$ cat src/rtl/dispense_unit.sv
// Dispense unit: accepts a vend command, runs one product motor for a fixed time,
// then waits for a debounced pickup-door confirmation or reports a pickup timeout.
module dispense_unit #(
  parameter int MOTOR_CYCLES    = 50,
  parameter int DEBOUNCE_CYCLES = 4,
  parameter int COLLECT_TIMEOUT = 1000
) (
  input  logic       clk,
  input  logic       rst,
  input  logic       vend_req,
  input  logic [1:0] vend_sel,
  output logic       vend_ack,
  output logic       vend_done,
  output logic       vend_fault,
  input  logic       fault_clr,
  input  logic       collected,
  output logic [3:0] motor_on,
  output logic       busy,
  output logic [1:0] state_dbg
);

  localparam logic [1:0] IDLE         = 2'd0;
  localparam logic [1:0] SPIN         = 2'd1;
  localparam logic [1:0] WAIT_COLLECT = 2'd2;
  localparam logic [1:0] FAULT        = 2'd3;

  localparam int MW = $clog2(MOTOR_CYCLES + 1);
  localparam int DW = $clog2(DEBOUNCE_CYCLES + 1);
  localparam int TW = $clog2(COLLECT_TIMEOUT + 1);

  localparam logic [MW-1:0] MOTOR_LAST = MW'(MOTOR_CYCLES - 1);
  localparam logic [DW-1:0] DEB_LAST   = DW'(DEBOUNCE_CYCLES - 1);
  localparam logic [TW-1:0] WAIT_LAST  = TW'(COLLECT_TIMEOUT - 1);

  // ---------------------------------------------------------------------------
  // Door switch: two-flop synchronizer, debouncer, rising-edge pulse
  // ---------------------------------------------------------------------------
  logic          sync_1;
  logic          sync_2;
  logic          deb_level;
  logic [DW-1:0] deb_cnt;
  logic          col_rise;

  // NOTE: sequential blocks use non-blocking (<=) so every flop samples the
  // pre-edge values of its neighbours; blocking here would collapse the synchronizer.
  always_ff @(posedge clk or negedge rst) begin
    if (!rst) begin
      sync_1    <= 1'b0;
      sync_2    <= 1'b0;
      deb_level <= 1'b0;
      deb_cnt   <= '0;
      col_rise  <= 1'b0;
    end else begin
      sync_1   <= collected;
      sync_2   <= sync_1;
      col_rise <= 1'b0;
      if (sync_2 == deb_level) begin
        deb_cnt <= '0;
      end else if (deb_cnt == DEB_LAST) begin
        deb_level <= sync_2;
        deb_cnt   <= '0;
        col_rise  <= sync_2;
      end else begin
        deb_cnt <= deb_cnt + DW'(1);
      end
    end
  end

  // ---------------------------------------------------------------------------
  // Vend sequencer
  // ---------------------------------------------------------------------------
  logic [1:0]    state;
  logic [1:0]    state_n;
  logic [1:0]    sel;
  logic [1:0]    sel_n;
  logic [MW-1:0] motor_cnt;
  logic [MW-1:0] motor_cnt_n;
  logic [TW-1:0] wait_cnt;
  logic [TW-1:0] wait_cnt_n;
  logic          ack_n;
  logic          done_n;
  logic          fault_n;

  // NOTE: every signal gets a default before the case so no path leaves one
  // unassigned; a missing default here would infer a latch.
  always_comb begin
    state_n     = state;
    sel_n       = sel;
    motor_cnt_n = motor_cnt;
    wait_cnt_n  = wait_cnt;
    ack_n       = 1'b0;
    done_n      = 1'b0;
    fault_n     = vend_fault;

    case (state)
      IDLE: begin
        if (vend_req) begin
          state_n     = SPIN;
          sel_n       = vend_sel;
          motor_cnt_n = '0;
          ack_n       = 1'b1;
        end
      end
      SPIN: begin
        if (motor_cnt == MOTOR_LAST) begin
          state_n    = WAIT_COLLECT;
          wait_cnt_n = '0;
        end else begin
          motor_cnt_n = motor_cnt + MW'(1);
        end
      end
      WAIT_COLLECT: begin
        // A fresh rise on the final timeout cycle still counts as a pickup.
        if (col_rise) begin
          state_n = IDLE;
          done_n  = 1'b1;
        end else if (wait_cnt == WAIT_LAST) begin
          state_n = FAULT;
          fault_n = 1'b1;
        end else begin
          wait_cnt_n = wait_cnt + TW'(1);
        end
      end
      FAULT: begin
        if (fault_clr) begin
          state_n = IDLE;
          fault_n = 1'b0;
        end
      end
      default: begin
        state_n = IDLE;
        fault_n = 1'b0;
      end
    endcase
  end

  always_ff @(posedge clk or negedge rst) begin
    if (!rst) begin
      state      <= IDLE;
      sel        <= '0;
      motor_cnt  <= '0;
      wait_cnt   <= '0;
      vend_ack   <= 1'b0;
      vend_done  <= 1'b0;
      vend_fault <= 1'b0;
      motor_on   <= '0;
      busy       <= 1'b0;
    end else begin
      state      <= state_n;
      sel        <= sel_n;
      motor_cnt  <= motor_cnt_n;
      wait_cnt   <= wait_cnt_n;
      vend_ack   <= ack_n;
      vend_done  <= done_n;
      vend_fault <= fault_n;
      motor_on   <= (state_n == SPIN) ? (4'b0001 << sel_n) : 4'b0000;
      busy       <= (state_n != IDLE);
    end
  end

  assign state_dbg = state;

endmodule

$ cat config.mk
export PLATFORM = sky130hd
export DESIGN_NAME = dispense_unit
export DESIGN_NICKNAME = d
export VERILOG_FILES = /design/src/rtl/dispense_unit.sv
export SDC_FILE = /design/constraint.sdc
export NUM_CORES = 1
export LEC_CHECK = 0
export BUFFER_PORTS_ARGS = -buffer_cell sky130_fd_sc_hd__buf_2
export CAP_MARGIN = 25
export CORE_MARGIN = 5
export CORE_UTILIZATION = 27
export CTS_CLUSTER_DIAMETER = 150
export DETAILED_ROUTE_END_ITERATION = 16
export HOLD_SLACK_MARGIN = 0.05
export PLACE_DENSITY_LB_ADDON = 0.25
export SLEW_MARGIN = 40
export SYNTH_ARGS = -nofsm -noshare
export SYNTH_HDL_FRONTEND = slang
export SYNTH_SLANG_ARGS = --single-unit
$ cat constraint.sdc
create_clock -name clk -period 3.3 [get_ports clk]
set_input_delay 0 -clock clk [delete_from_list [all_inputs] [get_ports clk]]
set_output_delay 0 -clock clk [all_outputs]
set_load 0.01 [all_outputs]
; ---- After elaboration in Yosys (flattened, before gate mapping)
; Cells that the tools add are included.
[classes]
add_sub_neg = 3
n_eq_ne = 15
shifts = 1
mux = 28
bitwise_logic = 1
n_reduce_logical = 9
[ops]
columns = op, n
row1 = $mux W10, 3
row2 = $pmux W10 S2, 1
row3 = $mux W2, 7
row4 = $ne A2 B2 Y1 const B, 7
row5 = $mux W6, 2
row6 = $pmux W6 S2, 1
row7 = $add A10 B1 Y10 const B, 1
row8 = $eq A10 B10 Y1 const B, 1
row9 = $mux W1, 9
row10 = $pmux W2 S4, 1
row11 = $reduce_and A4 Y1, 2
row12 = $reduce_bool A2 Y1, 4
row13 = $add A6 B1 Y6 const B, 1
row14 = $eq A6 B6 Y1 const B, 1
row15 = $mux W3, 2
row16 = $eq A2 B1 Y1 const B, 2
row17 = $eq A2 B2 Y1 const B, 2
row18 = $mux W4, 1
row19 = $shl A1 B2 Y4 const A, 1
row20 = $add A3 B1 Y3 const B, 1
row21 = $eq A3 B2 Y1 const B, 1
row22 = $reduce_and A3 Y1, 1
row23 = $logic_not A2 Y1, 1
row24 = $pmux W1 S2, 1
row25 = 3 further kinds, 3
[word_totals]
ff_bits = 35
inputBits = 7
out_inout_bits = 10
word_cells = 71

; ---- Depth between registers and ports, before layout
; Gate-level depths: netlist of run 1.
[depth]
depth_word = 6
mapped_depth = 8
mapped_depth_nobuf = 7

; ---- Least setup slack after synthesis of run 1
; No wires, ideal clock.
[synth_timing]
path_type = register to register
startpoint = register motor_cnt[0]
endpoint = register motor_cnt[1]
setup_ps = 125
arrival_time_ps = 1661
required_ps = 3175
setup_slack_ps = 1514
stages_incl_launch_ff = 8
n_path_buf = 1
period_less_slack_ps = 1786
cell_sequence = dfrtp_1 -> ha_1 -> and4b_1 -> and3_4 -> buf_6 -> nor3_4 -> nand2_2 -> mux2_4
[synth_between]
elab_chain_len = 3
elab_cells_between_ends = 6
classes_between = 1 x add/sub / 2 x eq/ne / 2 x mux / 1 x reduce/logical
[synth_lines]
columns = element, line
row1 = start: declaration, 76  ; logic [MW-1:0] motor_cnt;
row2 = start signal: assignment, 151  ; motor_cnt <= motor_cnt_n;
row3 = $add A6 B1 Y6 or $eq A6 B6 Y1 (tied branches), "109, 105"
row4 = $mux W6 or $ne A2 B2 Y1 (tied branches), -
row5 = $pmux W6 S2 or $reduce_and A3 Y1 (tied branches), -
; Parallel ways exist; a longest one is shown, timed or not. The select of a mux whose other input is x is not followed.
; A chain may end at the register's enable or synchronous reset.

==> impl_metrics.csv, run 1 <==
group,metric,value,unit
setup_path,critPathSlowestCell,"dfrtp_1",
sta,hold_viol,0,
detailed_routing,vias,1048,
yosys,synthArstFlopShare,1.00,
yosys,syn_inst,138,
grt,antenna_found_initial,0,
sta,timing.setup.tns,0,ns
floorplanning,die-height,86.1,um
cts,cts_sinks,35,
floorplanning,boundaryPins,17,
floorplanning,initial_utilization,0.280,
detailed_routing,drc,0,
sta,period_share,0.603,
final_layout,seq_area,876,sq um
setup_path,path_class,"flip-flop to flip-flop",
setup_path,crit_arrival,2.15,ns
run_status,status,"finished clean",
setup_path,path_cells,"ha_1, and4_1, nand4_1, o22ai_2, nand2_2, mux2_4",
sta,max_freq,0.503,GHz
setup_path,crit_required,3.46,ns
floorplanning,dieWidth,86.1,um
cts,htreeDepth,2,
yosys,synth_edf_count,0,
detailed_routing,avgRoutedWirePerCell,12.4,um
placed_design,post-place-cells,222,
sta,finClkSkew,0.00869,ns
cts,numCtsBuffers,5,
yosys,synth_area,1560,sq um
cts,clkLatencyLatePin,0.28,ns
setup_path,r2r_slack,1.31,ns
power_and_ir_drop,power.density,726,nW/um^2
cts,cts_buffer_depth,2,
yosys,synth_common_cells,"35 x dfrtp_1, 15 x nor2_1, 7 x nand2_1",
yosys,yosysUniqueCellTypes,37,
detailed_routing,viasPerCell,4.50,
placed_design,hpwl,2090,um
cts,cts.root.buffer_cell,"clkbuf_8",
yosys,yosysMostFrequentCell,"dfrtp_1",
setup_path,max_stage_delay,0.41,ns
grt,grt-ovfl-total,0,
detailed_routing,drt_wl_total,2890,um
detailed_routing,ant_nets,0,
setup_path,cp_max_fo,7,
grt,grt_pass1_vias,1108,
cts,cts_tree,"yes",
placed_design,port_buffers,16,
yosys,ys.flop_type,"dfrtp_1",
placed_design,gp_congestion,0.805,
yosys,ys.warnings.count,0,
final_layout,stdcell_count,233,
final_layout,layout-drive-gt1-share,0.180,
yosys,syn_nets,149,
final_layout,fillCellCount,556,
job,timing.max_cap.violations,0,
floorplanning,dieArea,7400,sq um
sta,min_period,1.99,ns
sta,rsz0062_at_grt,"false",
setup_path,worst_setup_path_end_kind,"flip-flop",
yosys,ys_seq_elements,35,
yosys,yosysSeqAreaShare,0.561,
sta,drv_slew,0,
final_layout,area_growth,18.0,%
cts,cts_resized,0,
yosys,synth_top_area_cell,"dfrtp_1",
sta,relSlewSlack,0.701,
yosys,yosys.area.top_type_share,0.561,
floorplanning,core_area,5570,sq um
sta,worst_pin_slew,0.448,ns
setup_path,path_buf_inv,0,
worst_hold_path,hold_class,"input pin to flip-flop",
grt,grt_max_degree,36,
detailed_routing,dr.pass1.iters,4,
final_layout,diodes,0,
setup_path,critPathTopFamily,"simple AND/OR/NAND/NOR gates",
yosys,synth_area_leaders,"dfrtp_1 56%, nor2_1 3.6%, ha_1 3.2%, xor2_1 2.8%, xnor2_1 2.2%",
yosys,synth_area_per_cell,11.3,sq um
final_layout,nets,172,
setup_path,startpoint_type,"flip-flop",
power_and_ir_drop,p_leak,0.876,nW
grt,grt_pass1_wl,5180,um
floorplanning,rows,27,
detailed_routing,drt_iter0_markers,45,
power_and_ir_drop,vdd_drop_max,0.375,mV
grt,grt.total_usage,0.0892,
cts,clkSlewWorstSetupHoldPaths,0.07,ns
sta,setup_viol,0,
final_layout,multiInputGateArea,629,sq um
-- cell families after synthesis --
family / count (synthesis) / share of synthesized area
buf+inv: 10 / 0.0361
xor+xnor: 9 / 0.0505
compound gates: 15 / 0.0617
flops: 35 / 0.561
mux: 4 / 0.0296
fa+ha+maj: 4 / 0.0321
simple gates: 61 / 0.229
-- per-layer routing --
layer  track usage  wire (um)
met1         0.111       1350
met2         0.142       1390
met3        0.0269        120
met4        0.0388         28
met5             0          0
-- report_power, final --
group          internal [W]  switching (W)  total [W]
Sequential         0.000538      0.0000952   0.000633
Clock              0.000221       0.000140   0.000361
Combinational      0.000165       0.000178   0.000343
Total              0.000925       0.000413    0.00134
-- worst paths after layout --
| check | from | to | cells after the start |
|---|---|---|---|
| worst max-delay path | wait_cnt[0] | motor_cnt[1] | 6 |
| worst min-delay path | fault_clr | vend_fault | 4 |
| worst max register to register | wait_cnt[0] | motor_cnt[1] | 6 |
| worst min register to register | sync_1 | sync_2 | 0 |
| max in group asynchronous | rst | wait_cnt[3] | 2 |
| min in group asynchronous | rst | vend_done | 2 |
-- per-stage QoR --
step	cell area (sq um)	total power, W	utilization	worst slack, ns	hold WS (ns)
global placement	1700	0.000963	0.305	1.49	0.111
detailed placement	1700	0.000980	0.305	1.36	0.110
global route	1840	0.00144	0.331	1.17	0.110
finish	1840	0.00134	0.331	1.31	0.0894
CTS	1840	0.00136	0.330	1.32	0.0735
floorplan	1560	0.000878	-	1.51	-0.296
-- registers in the layout (all words and copies together) (netlist names) --
signal,flops
busy,1
col_rise,1
deb_cnt,3
deb_level,1
motor_cnt,6
motor_on,4
sel,2
state_dbg,2
sync_1,1
sync_2,1
vend_ack,1
vend_done,1
vend_fault,1
wait_cnt,10
-- cells in the final DEF, fill, tap and decap left out, types with 2 or more instances in the layout --
master,count
mux2i_1,2
nor2b_1,3
nor3b_1,3
buf_2,15
and4_1,2
nand3_1,5
nor3_1,6
dfrtp_1,35
xnor2_1,4
inv_1,6
clkbuf_8,5
nor2_1,15
a21oi_1,4
nand4_1,5
and3_1,4
ha_1,4
o21ai_0,6
xor2_1,5
dlygate4sd3_1,4
nand2_1,7
and2_1,2
-- timing repair --
item                                   CTS  global route
setup buffers                            0             0
setup endpoints to repair                0             0
hold buffers                             4             0
endpoints found under the hold margin   38             0
-- tightest hold or removal path: cells and delay by family --
kind	cells	cell delay (ns)
simple gates	2	0.14
buf+inv	1	0.10
compound gates	1	0.07
-- final cells by class --
type | count | share of cell area
clock inverters | 1 | 0.0163
repair buffers | 20 | 0.0665
clock buffers | 6 | 0.0394
flip-flops and latches | 35 | 0.475
inverters | 6 | 0.0122
well taps | 72 | 0.0489
multi-input cells | 93 | 0.341
Power figures use the tool's default switching activity.
==> run 2: changes to the inputs <==
- clock period: 3.3 -> 1.9 ns (I/O delays scaled with it)
==> run 2 against run 1 <==
Against the previous run: design area up 6.4%; critical path depth up 1; worst hold slack better by 0.11 ns; sequential power up 72%; combinational power up 100%; largest power group unchanged.
==> impl_metrics.csv, run 2 (synthesis results as in run 1) <==
group,metric,value,unit
setup_path,critPathTopFamily,"simple AND/OR/NAND/NOR gates",
sta,drv_slew,0,
grt,grt-ovfl-total,0,
floorplanning,dieArea,7400,sq um
setup_path,critPathLaunch,"motor_cnt[1]",
worst_hold_path,hold_class,"input pin to async pin",
sta,finClkSkew,0.00320,ns
sta,hold_viol,0,
setup_path,path_buf_inv,1,
grt,antenna_found_initial,0,
sta,timing.setup.tns,0,ns
grt,grt_pass1_vias,1164,
final_layout,largest_reg_flops,10,
setup_path,path_cells,"inv_1, ha_1, and4b_1, and3_4, o22ai_4, nand2_4, mux2_4",
final_layout,nets,181,
setup_path,r2r_slack,0.11,ns
final_layout,layout-drive-gt1-share,0.222,
power_and_ir_drop,internal-power,0.00181,W
power_and_ir_drop,comb_power_share,0.271,
sta,setup_viol,0,
setup_path,crit_end,"motor_cnt[1]",
final_layout,fin_util,0.352,
power_and_ir_drop,power,0.00258,W
placed_design,gp_congestion,0.731,
detailed_routing,drt_wl_total,3020,um
cts,clkLatencyLatePin,0.28,ns
floorplanning,rows,27,
power_and_ir_drop,sw_frac_of_total,0.297,
setup_path,r2r-start,"motor_cnt[1]",
setup_path,path_class,"flip-flop to flip-flop",
detailed_routing,ant_nets,0,
sta,max_freq,0.557,GHz
power_and_ir_drop,vdd_drop_max,0.786,mV
sta,rsz0062_at_grt,"false",
detailed_routing,viasPerCell,4.59,
grt,grt.total_usage,0.0929,
job,timing.max_cap.violations,0,
setup_path,crit_required,2.07,ns
cts,cts.root.buffer_cell,"clkbuf_8",
power_and_ir_drop,p_sw,0.000766,W
sta,relSlewSlack,0.715,
setup_path,r2r_end,"motor_cnt[1]",
detailed_routing,drt_iter0_markers,52,
sta,period_share,0.944,
detailed_routing,drc,0,
final_layout,layout_common_cells,"35 x dfrtp_1, 15 x nor2_1, 15 x buf_2",
run_status,status,"finished clean",
sta,worst_pin_slew,0.428,ns
cts,numCtsBuffers,5,
cts,cts_sinks,35,
setup_path,cp_max_fo,11,
floorplanning,initial_utilization,0.280,
cts,htreeDepth,2,
cts,cts_buffer_depth,2,
placed_design,port_buffers,16,
setup_path,critPathSlowestCell,"dfrtp_1",
setup_path,startpoint_type,"flip-flop",
sta,min_period,1.79,ns
cts,clkSlewWorstSetupHoldPaths,0.07,ns
cts,cts_tree,"yes",
floorplanning,core_area,5570,sq um
setup_path,cp.depth,7,
floorplanning,boundaryPins,17,
detailed_routing,vias,1115,
detailed_routing,avgRoutedWirePerCell,12.4,um
detailed_routing,dr.pass1.iters,4,
placed_design,hpwl,2210,um
final_layout,final_common_cell,"dfrtp_1",
power_and_ir_drop,seq_power_share,0.422,
setup_path,max_stage_delay,0.39,ns
setup_path,worst_setup_path_end_kind,"flip-flop",
setup_path,crit_arrival,1.96,ns
final_layout,reg_top3,"wait_cnt (10), motor_cnt (6), motor_on (4)",
final_layout,diodes,0,
power_and_ir_drop,power.density,1310,nW/um^2
grt,grt_max_degree,36,
final_layout,top_register,"wait_cnt",
grt,grt_pass1_wl,5320,um
power_and_ir_drop,power_frac_clock,0.307,
setup_path,ff2ff_path_depth,7,
final_layout,area_growth,25.6,%
floorplanning,dieWidth,86.1,um
power_and_ir_drop,p_leak,0.934,nW
floorplanning,die-height,86.1,um
run 2: through the flow:
step	setup WS (ns)	instances	instance area [sq um]	hold WS [ns]
final	0.105	243	1960	0.204
after global routing	0.00835	243	1960	0.241
after CTS	0.0314	239	1920	0.346
after detailed placement	0.0714	225	1720	0.117
after global placement	0.122	225	1720	0.110
after floorplan	0.114	138	1560	-0.296
run 2: what timing repair did:
| action | 4_1_cts | 5_1_grt |
|---|---|---|
| hold buffers | 6 | 0 |
| endpoints found under the hold margin | 40 | 0 |
| endpoints found under the setup margin | 0 | 1 |
| gates resized for setup | 0 | 2 |
| buffers inserted | 0 | 4 |
run 2: worst min path at each step:
stage / from / to / slack (ns) / depth (start not counted)
after floorplan: rst / busy / -0.30 / 0
after global placement: rst / motor_on[1] / 0.11 / 1
after detailed placement: collected / sync_1 / 0.12 / 1
after CTS: collected / sync_1 / 0.35 / 2
after global routing: rst / motor_cnt[1] / 0.24 / 2
final: rst / motor_on[1] / 0.20 / 2
run 2: power groups by stage:
stage                     Sequential (W)  Combinational, W  Clock (W)
after floorplan                  0.00109          0.000435          0
after global placement           0.00109          0.000588          0
after detailed placement         0.00110          0.000620          0
after CTS                        0.00109          0.000636   0.000820
after global routing             0.00111          0.000796   0.000852
final                            0.00109          0.000698   0.000793
run 2: final cells by class:
class | count | area [sq um]
well taps | 72 | 90.1
clock buffers | 5 | 68.8
multi-input cells | 93 | 642
repair buffers | 29 | 195
inverters | 6 | 22.5
clock inverters | 3 | 67.6
flip-flops and latches | 35 | 876
fillers | 566 | 3610
run 2: layer usage:
| metal | track usage | share of wire | vias to the layer above |
|---|---|---|---|
| li1 | - | - | 543 |
| met1 | 0.0985 | 0.42 | 543 |
| met2 | 0.158 | 0.49 | 23 |
| met3 | 0.0413 | 0.065 | 6 |
| met4 | 0.0432 | 0.020 | 0 |
| met5 | 0 | 0 | - |
